--- config.mk ---
export PLATFORM = sky130hd
export DESIGN_NAME = axi4_uart_rx_bridge_flat
export DESIGN_NICKNAME = d
export VERILOG_FILES = /design/src/rtl/uart_axi_pkg.sv /design/src/rtl/axi4_uart_rx_bridge_if.sv /design/src/rtl/uart_rx_8n1.sv /design/src/rtl/axi4_uart_rx_bridge.sv /design/src/flat_wrapper.sv
export SDC_FILE = /design/constraint.sdc
export NUM_CORES = 1
export LEC_CHECK = 0
export CORE_MARGIN = 2
export CORE_UTILIZATION = 24
export CTS_CLUSTER_DIAMETER = 30
export DETAILED_ROUTE_END_ITERATION = 16
export SETUP_SLACK_MARGIN = 0.3
export SLEW_MARGIN = 0
export SYNTH_ARGS = -nofsm -noshare
export SYNTH_HDL_FRONTEND = slang
export SYNTH_HIERARCHICAL = 1
export SYNTH_SLANG_ARGS = --single-unit
--- constraint.sdc ---
create_clock -name clk -period 4.34 [get_ports clk]
set_input_delay 0.434 -clock clk [delete_from_list [all_inputs] [get_ports clk]]
set_output_delay 0.434 -clock clk [all_outputs]
set_load 0.005 [all_outputs]
--- src/rtl/uart_axi_pkg.sv ---
// rtl/uart_axi_pkg.sv - shared constants and RX FSM encoding for the UART/AXI bridges
package uart_axi_pkg;

    localparam logic [1:0]  RESP_OKAY      = 2'b00;
    localparam logic [1:0]  RESP_SLVERR    = 2'b10;

    localparam logic [31:0] REG_DATA_OFS   = 32'd0;
    localparam logic [31:0] REG_STAT_OFS   = 32'd4;

    localparam int          STAT_EMPTY_BIT = 31;

    typedef enum logic [1:0] {
        RX_IDLE  = 2'd0,
        RX_START = 2'd1,
        RX_DATA  = 2'd2,
        RX_STOP  = 2'd3
    } rx_state_e;

endpackage

--- src/rtl/axi4_uart_rx_bridge_if.sv ---
// rtl/axi4_uart_rx_bridge_if.sv - AXI4 read address/data channel bundle
interface axi4_uart_rx_bridge_if;

    logic [31:0] araddr;
    logic        arvalid;
    logic        arready;
    logic [31:0] rdata;
    logic [1:0]  rresp;
    logic        rvalid;
    logic        rready;

    modport master (
        output araddr, arvalid, rready,
        input  arready, rdata, rresp, rvalid
    );

    modport slave (
        input  araddr, arvalid, rready,
        output arready, rdata, rresp, rvalid
    );

endinterface

--- src/rtl/uart_rx_8n1.sv ---
// rtl/uart_rx_8n1.sv - 8N1 serial receiver with input synchronizer
module uart_rx_8n1
    import uart_axi_pkg::*;
#(
    parameter int CLKS_PER_BIT = 104
) (
    input  logic       clk,
    input  logic       rst_n,
    input  logic       uart_rx,
    output logic       rx_strobe,
    output logic [7:0] rx_byte,
    output logic       rx_frame_err
);

    localparam int            CW        = $clog2(CLKS_PER_BIT);
    localparam logic [CW-1:0] BIT_LAST  = CW'(CLKS_PER_BIT - 1);
    localparam logic [CW-1:0] HALF_LAST = CW'(CLKS_PER_BIT / 2 - 1);

    // sync1/sync2 form the synchronizer; sync_prev remembers the previous
    // synchronized sample so IDLE reacts to a true 1->0 edge, not a held-low line
    logic            sync1, sync2, sync_prev;
    rx_state_e       state, state_n;
    logic [CW-1:0]   cnt, cnt_n;
    logic [2:0]      bit_idx, bit_idx_n;
    logic [7:0]      shift, shift_n;

    // Synchronizer and edge-history flops, idle-high out of reset
    always_ff @(posedge clk or negedge rst_n) begin
        if (!rst_n) begin
            sync1     <= 1'b1;
            sync2     <= 1'b1;
            sync_prev <= 1'b1;
        end else begin
            sync1     <= uart_rx;
            sync2     <= sync1;
            sync_prev <= sync2;
        end
    end

    // FSM state, bit timer, bit index and shift register
    always_ff @(posedge clk or negedge rst_n) begin
        if (!rst_n) begin
            state   <= RX_IDLE;
            cnt     <= '0;
            bit_idx <= '0;
            shift   <= '0;
        end else begin
            state   <= state_n;
            cnt     <= cnt_n;
            bit_idx <= bit_idx_n;
            shift   <= shift_n;
        end
    end

    // Next-state logic: half-bit to mid start, then whole bits to each mid-bit sample
    always_comb begin
        state_n   = state;
        cnt_n     = cnt;
        bit_idx_n = bit_idx;
        shift_n   = shift;
        case (state)
            RX_IDLE: begin
                cnt_n = '0;
                if (sync_prev && !sync2) begin
                    state_n = RX_START;
                end
            end
            RX_START: begin
                if (cnt == HALF_LAST) begin
                    cnt_n = '0;
                    if (!sync2) begin
                        state_n   = RX_DATA;
                        bit_idx_n = '0;
                    end else begin
                        state_n   = RX_IDLE;
                    end
                end else begin
                    cnt_n = cnt + CW'(1);
                end
            end
            RX_DATA: begin
                if (cnt == BIT_LAST) begin
                    cnt_n   = '0;
                    shift_n = {sync2, shift[7:1]};
                    if (bit_idx == 3'd7) begin
                        state_n = RX_STOP;
                    end else begin
                        bit_idx_n = bit_idx + 3'd1;
                    end
                end else begin
                    cnt_n = cnt + CW'(1);
                end
            end
            RX_STOP: begin
                if (cnt == BIT_LAST) begin
                    cnt_n   = '0;
                    state_n = RX_IDLE;
                end else begin
                    cnt_n = cnt + CW'(1);
                end
            end
            default: state_n = RX_IDLE;
        endcase
    end

    // The stop sample cycle itself reports the frame, so the FIFO sees it one edge later
    always_comb begin
        rx_strobe    = (state == RX_STOP) && (cnt == BIT_LAST);
        rx_byte      = shift;
        rx_frame_err = rx_strobe && !sync2;
    end

endmodule

--- src/rtl/axi4_uart_rx_bridge.sv ---
// rtl/axi4_uart_rx_bridge.sv - AXI4 read-only slave returning received UART bytes
module axi4_uart_rx_bridge
    import uart_axi_pkg::*;
#(
    parameter int          CLKS_PER_BIT = 104,
    parameter int          FIFO_DEPTH   = 16,
    parameter logic [31:0] BASE_ADDR    = 32'h9000_0000
) (
    input  logic                  clk,
    input  logic                  rst_n,
    input  logic                  uart_rx,
    axi4_uart_rx_bridge_if.slave  bus
);

    localparam int AW   = $clog2(FIFO_DEPTH);
    localparam int CNTW = AW + 1;

    logic            rx_strobe;
    logic [7:0]      rx_byte;
    logic            rx_frame_err;

    logic [7:0]      mem [FIFO_DEPTH];
    logic [AW-1:0]   wr_ptr, rd_ptr;
    logic [CNTW-1:0] count;
    logic            overrun, frame_err;

    logic            r_valid;
    logic [31:0]     r_data;
    logic [1:0]      r_resp;

    logic            ar_fire, sel_data, sel_stat;
    logic            fifo_empty, fifo_full;
    logic            pop, push_req, push;
    logic            ovr_set, ferr_set, stat_clr;
    logic [7:0]      count8;
    logic [31:0]     resp_data;
    logic [1:0]      resp_code;

    uart_rx_8n1 #(
        .CLKS_PER_BIT (CLKS_PER_BIT)
    ) u_rx (
        .clk          (clk),
        .rst_n        (rst_n),
        .uart_rx      (uart_rx),
        .rx_strobe    (rx_strobe),
        .rx_byte      (rx_byte),
        .rx_frame_err (rx_frame_err)
    );

    assign bus.arready = !r_valid;
    assign bus.rvalid  = r_valid;
    assign bus.rdata   = r_data;
    assign bus.rresp   = r_resp;

    // Decode and FIFO control; a pop frees the slot a same-cycle push needs
    always_comb begin
        ar_fire    = bus.arvalid && !r_valid;
        sel_data   = (bus.araddr == BASE_ADDR + REG_DATA_OFS);
        sel_stat   = (bus.araddr == BASE_ADDR + REG_STAT_OFS);
        fifo_empty = (count == '0);
        fifo_full  = (count == CNTW'(FIFO_DEPTH));
        pop        = ar_fire && sel_data && !fifo_empty;
        push_req   = rx_strobe && !rx_frame_err;
        push       = push_req && (!fifo_full || pop);
        ovr_set    = push_req && fifo_full && !pop;
        ferr_set   = rx_frame_err;
        stat_clr   = ar_fire && sel_stat;
        count8     = 8'(count);
    end

    // Response word for the address presented at the AR handshake
    always_comb begin
        resp_data = '0;
        resp_code = RESP_OKAY;
        if (sel_data) begin
            if (fifo_empty) begin
                resp_data[STAT_EMPTY_BIT] = 1'b1;
            end else begin
                resp_data = {24'h0, mem[rd_ptr]};
            end
        end else if (sel_stat) begin
            resp_data = {16'h0, count8, 5'h0, frame_err, overrun, !fifo_empty};
        end else begin
            resp_code = RESP_SLVERR;
        end
    end

    // FIFO storage; contents need no reset since count gates every read
    always_ff @(posedge clk) begin
        if (push) begin
            mem[wr_ptr] <= rx_byte;
        end
    end

    // FIFO pointers, occupancy and sticky flags (a set beats a status-read clear)
    always_ff @(posedge clk or negedge rst_n) begin
        if (!rst_n) begin
            wr_ptr    <= '0;
            rd_ptr    <= '0;
            count     <= '0;
            overrun   <= 1'b0;
            frame_err <= 1'b0;
        end else begin
            if (push) begin
                wr_ptr <= wr_ptr + AW'(1);
            end
            if (pop) begin
                rd_ptr <= rd_ptr + AW'(1);
            end
            count <= count + CNTW'(push) - CNTW'(pop);
            if (ovr_set) begin
                overrun <= 1'b1;
            end else if (stat_clr) begin
                overrun <= 1'b0;
            end
            if (ferr_set) begin
                frame_err <= 1'b1;
            end else if (stat_clr) begin
                frame_err <= 1'b0;
            end
        end
    end

    // Single outstanding read: capture at AR handshake, hold until R handshake
    always_ff @(posedge clk or negedge rst_n) begin
        if (!rst_n) begin
            r_valid <= 1'b0;
            r_data  <= '0;
            r_resp  <= RESP_OKAY;
        end else if (ar_fire) begin
            r_valid <= 1'b1;
            r_data  <= resp_data;
            r_resp  <= resp_code;
        end else if (r_valid && bus.rready) begin
            r_valid <= 1'b0;
        end
    end

endmodule

--- src/flat_wrapper.sv ---
// flat-port wrapper written by rule: the top's interface ports become plain ports
module axi4_uart_rx_bridge_flat import uart_axi_pkg::*;
#(
    parameter int          CLKS_PER_BIT = 104,
    parameter int          FIFO_DEPTH   = 16,
    parameter logic [31:0] BASE_ADDR    = 32'h9000_0000
)
  (clk, rst_n, uart_rx, bus_araddr, bus_arvalid, bus_rready, bus_arready, bus_rdata, bus_rresp, bus_rvalid);
  axi4_uart_rx_bridge_if bus_i ();
  input  logic clk;
  input  logic rst_n;
  input  logic uart_rx;
  input wire logic [$bits(bus_i.araddr)-1:0] bus_araddr;
  input wire logic [$bits(bus_i.arvalid)-1:0] bus_arvalid;
  input wire logic [$bits(bus_i.rready)-1:0] bus_rready;
  output wire logic [$bits(bus_i.arready)-1:0] bus_arready;
  output wire logic [$bits(bus_i.rdata)-1:0] bus_rdata;
  output wire logic [$bits(bus_i.rresp)-1:0] bus_rresp;
  output wire logic [$bits(bus_i.rvalid)-1:0] bus_rvalid;
  assign bus_i.araddr = bus_araddr;
  assign bus_i.arvalid = bus_arvalid;
  assign bus_i.rready = bus_rready;
  assign bus_arready = bus_i.arready;
  assign bus_rdata = bus_i.rdata;
  assign bus_rresp = bus_i.rresp;
  assign bus_rvalid = bus_i.rvalid;
  axi4_uart_rx_bridge #(.CLKS_PER_BIT(CLKS_PER_BIT), .FIFO_DEPTH(FIFO_DEPTH), .BASE_ADDR(BASE_ADDR)) u_core (.clk(clk), .rst_n(rst_n), .uart_rx(uart_rx), .bus(bus_i));
endmodule
==> flow_summary.yaml <==
flow_run:
  max-cap-violations: 0
routing:
  vias: 4106
  drtIter0Drc: 269
  routed_via_density: 4.345
  ant_nets: 0
  routedWlPerCell_um: 15.63
  routed_wl_um: 14770
  drt-pass1-iter-count: 4
  drc: 0
finish:
  n_antenna_cell: 0
  final_nets: 582
  fill_cells: 3124
  mostFrequentLayoutCell: "edfxtp_1"
  postLayoutCellArea_um2: 9256
  areaGrowthSynthToFinish_pct: 19.25
  register_area_um2: 5201
  drive_gt1_frac: 0.2026
  multiInputGateArea_um2: 2323
  layout_common_cells: "edfxtp_1 (128), clkdlybuf4s50_1 (52), dfrtp_1 (49)"
worst_setup_path:
  r2r_setup_slack_ns: 0.86
  reg2reg_from: "u_core/u_rx/cnt[3]"
  crit_type: "flip-flop to flip-flop"
  critical_path_arrival_ns: 3.80
  worst_ep_required_time_ns: 4.66
  rr_worst_depth: 18
  reg2reg_to: "u_core/count[4]"
  worstSetupStartpointType: "flip-flop"
  path_max_fanout: 16
  endpoint_kind: "flip-flop"
timing:
  finalCriticalPeriod_ns: 3.483
  tightestPinTransition_ns: 0.8582
  fin_ws_ns: 0.8568
  relSlewSlack: 0.4279
  final.setup_skew_ns: 0.01011
  rsz0062_at_grt: "false"
  final-setup-viol-count: 0
  timing.setup.tns_ns: 0
  timing.final.hold_violations: 0
  hold_slack_ns: 0.1527
  period_share: 0.8026
  slew_viol_final: 0
  fmax_mhz: 287.1
power:
  cellPowerDensity_nw_per_um2: 377.9
  power.leakage_nw: 3.664
  ir_worst_vdd_mv: 0.1786
grt:
  gr-total-overflow: 0
  grt_pass1_vias: 4087
  grt_pass1_wl_um: 23360
  antenna_found_initial: 0
  grt_start_max_net_pins: 55
  gr-usage-all-layers: 0.09214
clock_tree:
  cts_buffer_depth: 2
  postCtsSetupRepairBufs: 0
  numCtsBuffers: 17
  clockRootBuffer: "clkbuf_16"
  numClockSinks: 182
  cts.clk_slew.worst_paths_ns: 0.07
  cts_tree: "built"
  ctsResizeCount: 0
  cts_max_level: 4
  cts_hold_buf: 0
  clk_latency_ns: 0.43
placed_design:
  port_buffers: 53
  place_ws_ns: 0.6560
  gp_congestion: 0.7304
  dp_hpwl_um: 9990
  placed_cell_area_um2: 8692
synthesis:
  postSynth.asyncResetShare: 0.2967
  synth_top_family_by_area: "multiplexers"
  muxShareOfSynthArea: 0.1059
  synth_edf_count: 128
  ys_types: 60
  synth_compound_area_frac: 0.05851
  ys_warn_count: 6
  synth_fa_ha_area_frac: 0.02515
  synth-simple-area-share: 0.08591
  yosysSeqAreaShare: 0.6697
  ys_ff_latch: 182
  syn_area_um2: 7762
  synth_flop_cell: "edfxtp_1"
  syn_inst: 469
  syn_avg_cell_area_um2: 16.55
  synth-xor-area-share: 0.01467
floorplan:
  die_y_um: 183.8
  die-area_um2: 33800
  boundaryPins: 73
  rows: 65
  initial_utilization: 0.2447
  die_w_um: 183.8
  design.core.area_um2: 31720
worst_hold_path:
  hp-class: "primary input to asynchronous set/reset pin"
outcome:
  run_status: "complete, no violations"
[sequential cells by signal, indices dropped and copies added (netlist names), 3 cells and up, named ones only]
register,count
u_core/u_rx/cnt,7
u_core/bus.rdata,14
u_core/wr_ptr,4
u_core/count,5
u_core/u_rx/bit_idx,3
u_core/mem,128
u_core/u_rx/rx_byte,8
u_core/rd_ptr,4
[through the flow]
stage | instances | total power (W) | util
2_1_floorplan | 487 | 0.002020 | -
3_3_place_gp | 913 | 0.002082 | 0.2740
3_5_place_dp | 913 | 0.002087 | 0.2740
4_1_cts | 945 | 0.003535 | 0.2918
5_1_grt | 945 | 0.003628 | 0.2918
6_report | 945 | 0.003498 | 0.2918
[where the power goes]
group / switching, W / total [W] / leakage, nW / internal [W]
clock network: 0.000695 / 0.00145 / 0.268 / 0.000755
registers: 0.0000338 / 0.00190 / 2.19 / 0.00187
logic: 0.0000715 / 0.000146 / 1.21 / 0.0000742
total: 0.000800 / 0.00350 / 3.66 / 0.00270
[cell families (layout without fill, tap and decap cells)]
| family | after synthesis | in the layout |
|---|---|---|
| flops | 182 | 182 |
| compound gates | 64 | 64 |
| fa+ha+maj | 15 | 15 |
| other cells | 1 | 19 |
| mux | 41 | 41 |
| simple gates | 96 | 96 |
| xor+xnor | 13 | 13 |
| buf+inv | 57 | 113 |
[cell type report]
type / count / share of cell area
multi-input cells: 248 / 0.2510
clock inverters: 15 / 0.01500
well taps: 402 / 0.05434
repair buffers: 62 / 0.06407
inverters: 19 / 0.007705
clock buffers: 17 / 0.04596
flip-flops and latches: 182 / 0.5619
[metal layers]
layer / global-route usage / routed length [um] / vias up
li1: - / - / 1914
met1: 0.1164 / 6566 / 2090
met2: 0.1502 / 7346 / 89
met3: 0.02318 / 619 / 13
met4: 0.03936 / 238 / 0
met5: 0 / 0 / -
[how the worst max path moves through the flow]
stage / startpoint / endpoint / cells after the start
6_report: u_core/u_rx/cnt[3] / u_core/count[4] / 18
5_1_grt: u_core/u_rx/cnt[2] / u_core/count[4] / 18
4_1_cts: u_core/u_rx/cnt[3] / u_core/count[4] / 18
3_5_place_dp: bus_araddr[8] / u_core/count[4] / 16
3_3_place_gp: bus_araddr[8] / u_core/count[4] / 16
2_1_floorplan: u_core/u_rx/cnt[3] / u_core/count[4] / 19
[synth_stat cells (all sizes together) (2+ instances only)]
library cell	instances	area [um^2]
nand3b	2	15.01
nor4	8	105.1
nand2	24	92.59
and4bb	2	25.02
and3	13	88.83
nand4	6	50.04
a21oi	11	55.05
edfxtp	128	3844
xor2	4	35.03
and2	3	18.77
a22o	5	43.79
nor2	9	33.78
inv	19	71.31
buf	27	195.2
mux4	32	720.7
nor4bb	2	20.02
a21o	2	15.01
a32o	3	30.03
xnor2	9	78.83
nand3	5	25.02
clkbuf	11	41.29
o221ai	3	26.28
nor3	4	25.02
ha	14	175.2
nor2b	6	37.54
nor4b	3	56.31
o21ai	12	60.06
o21a	2	15.01
dfrtp	51	1276
dfstp	3	78.83
mux2	9	101.4
or3	3	18.77
a32oi	2	17.52
a22oi	17	127.6
nand2b	2	12.51
[worst max-delay path, stage by stage, from the launching register on]
cell and delay [ns]:
dfrtp_1 0.44, and4bb_1 0.40, nand3_1 0.15, nor3_1 0.30, nand2b_1 0.25, nor2_1 0.06, nor4b_4 0.13, or2_4 0.30
inv_1 0.07, ha_1 0.22, inv_1 0.06, ha_1 0.16, inv_1 0.06, fa_1 0.39, inv_1 0.07, a21oi_1 0.05
nor2_1 0.09, nor2_1 0.06, xnor2_1 0.11
Power figures use the tool's default switching activity.
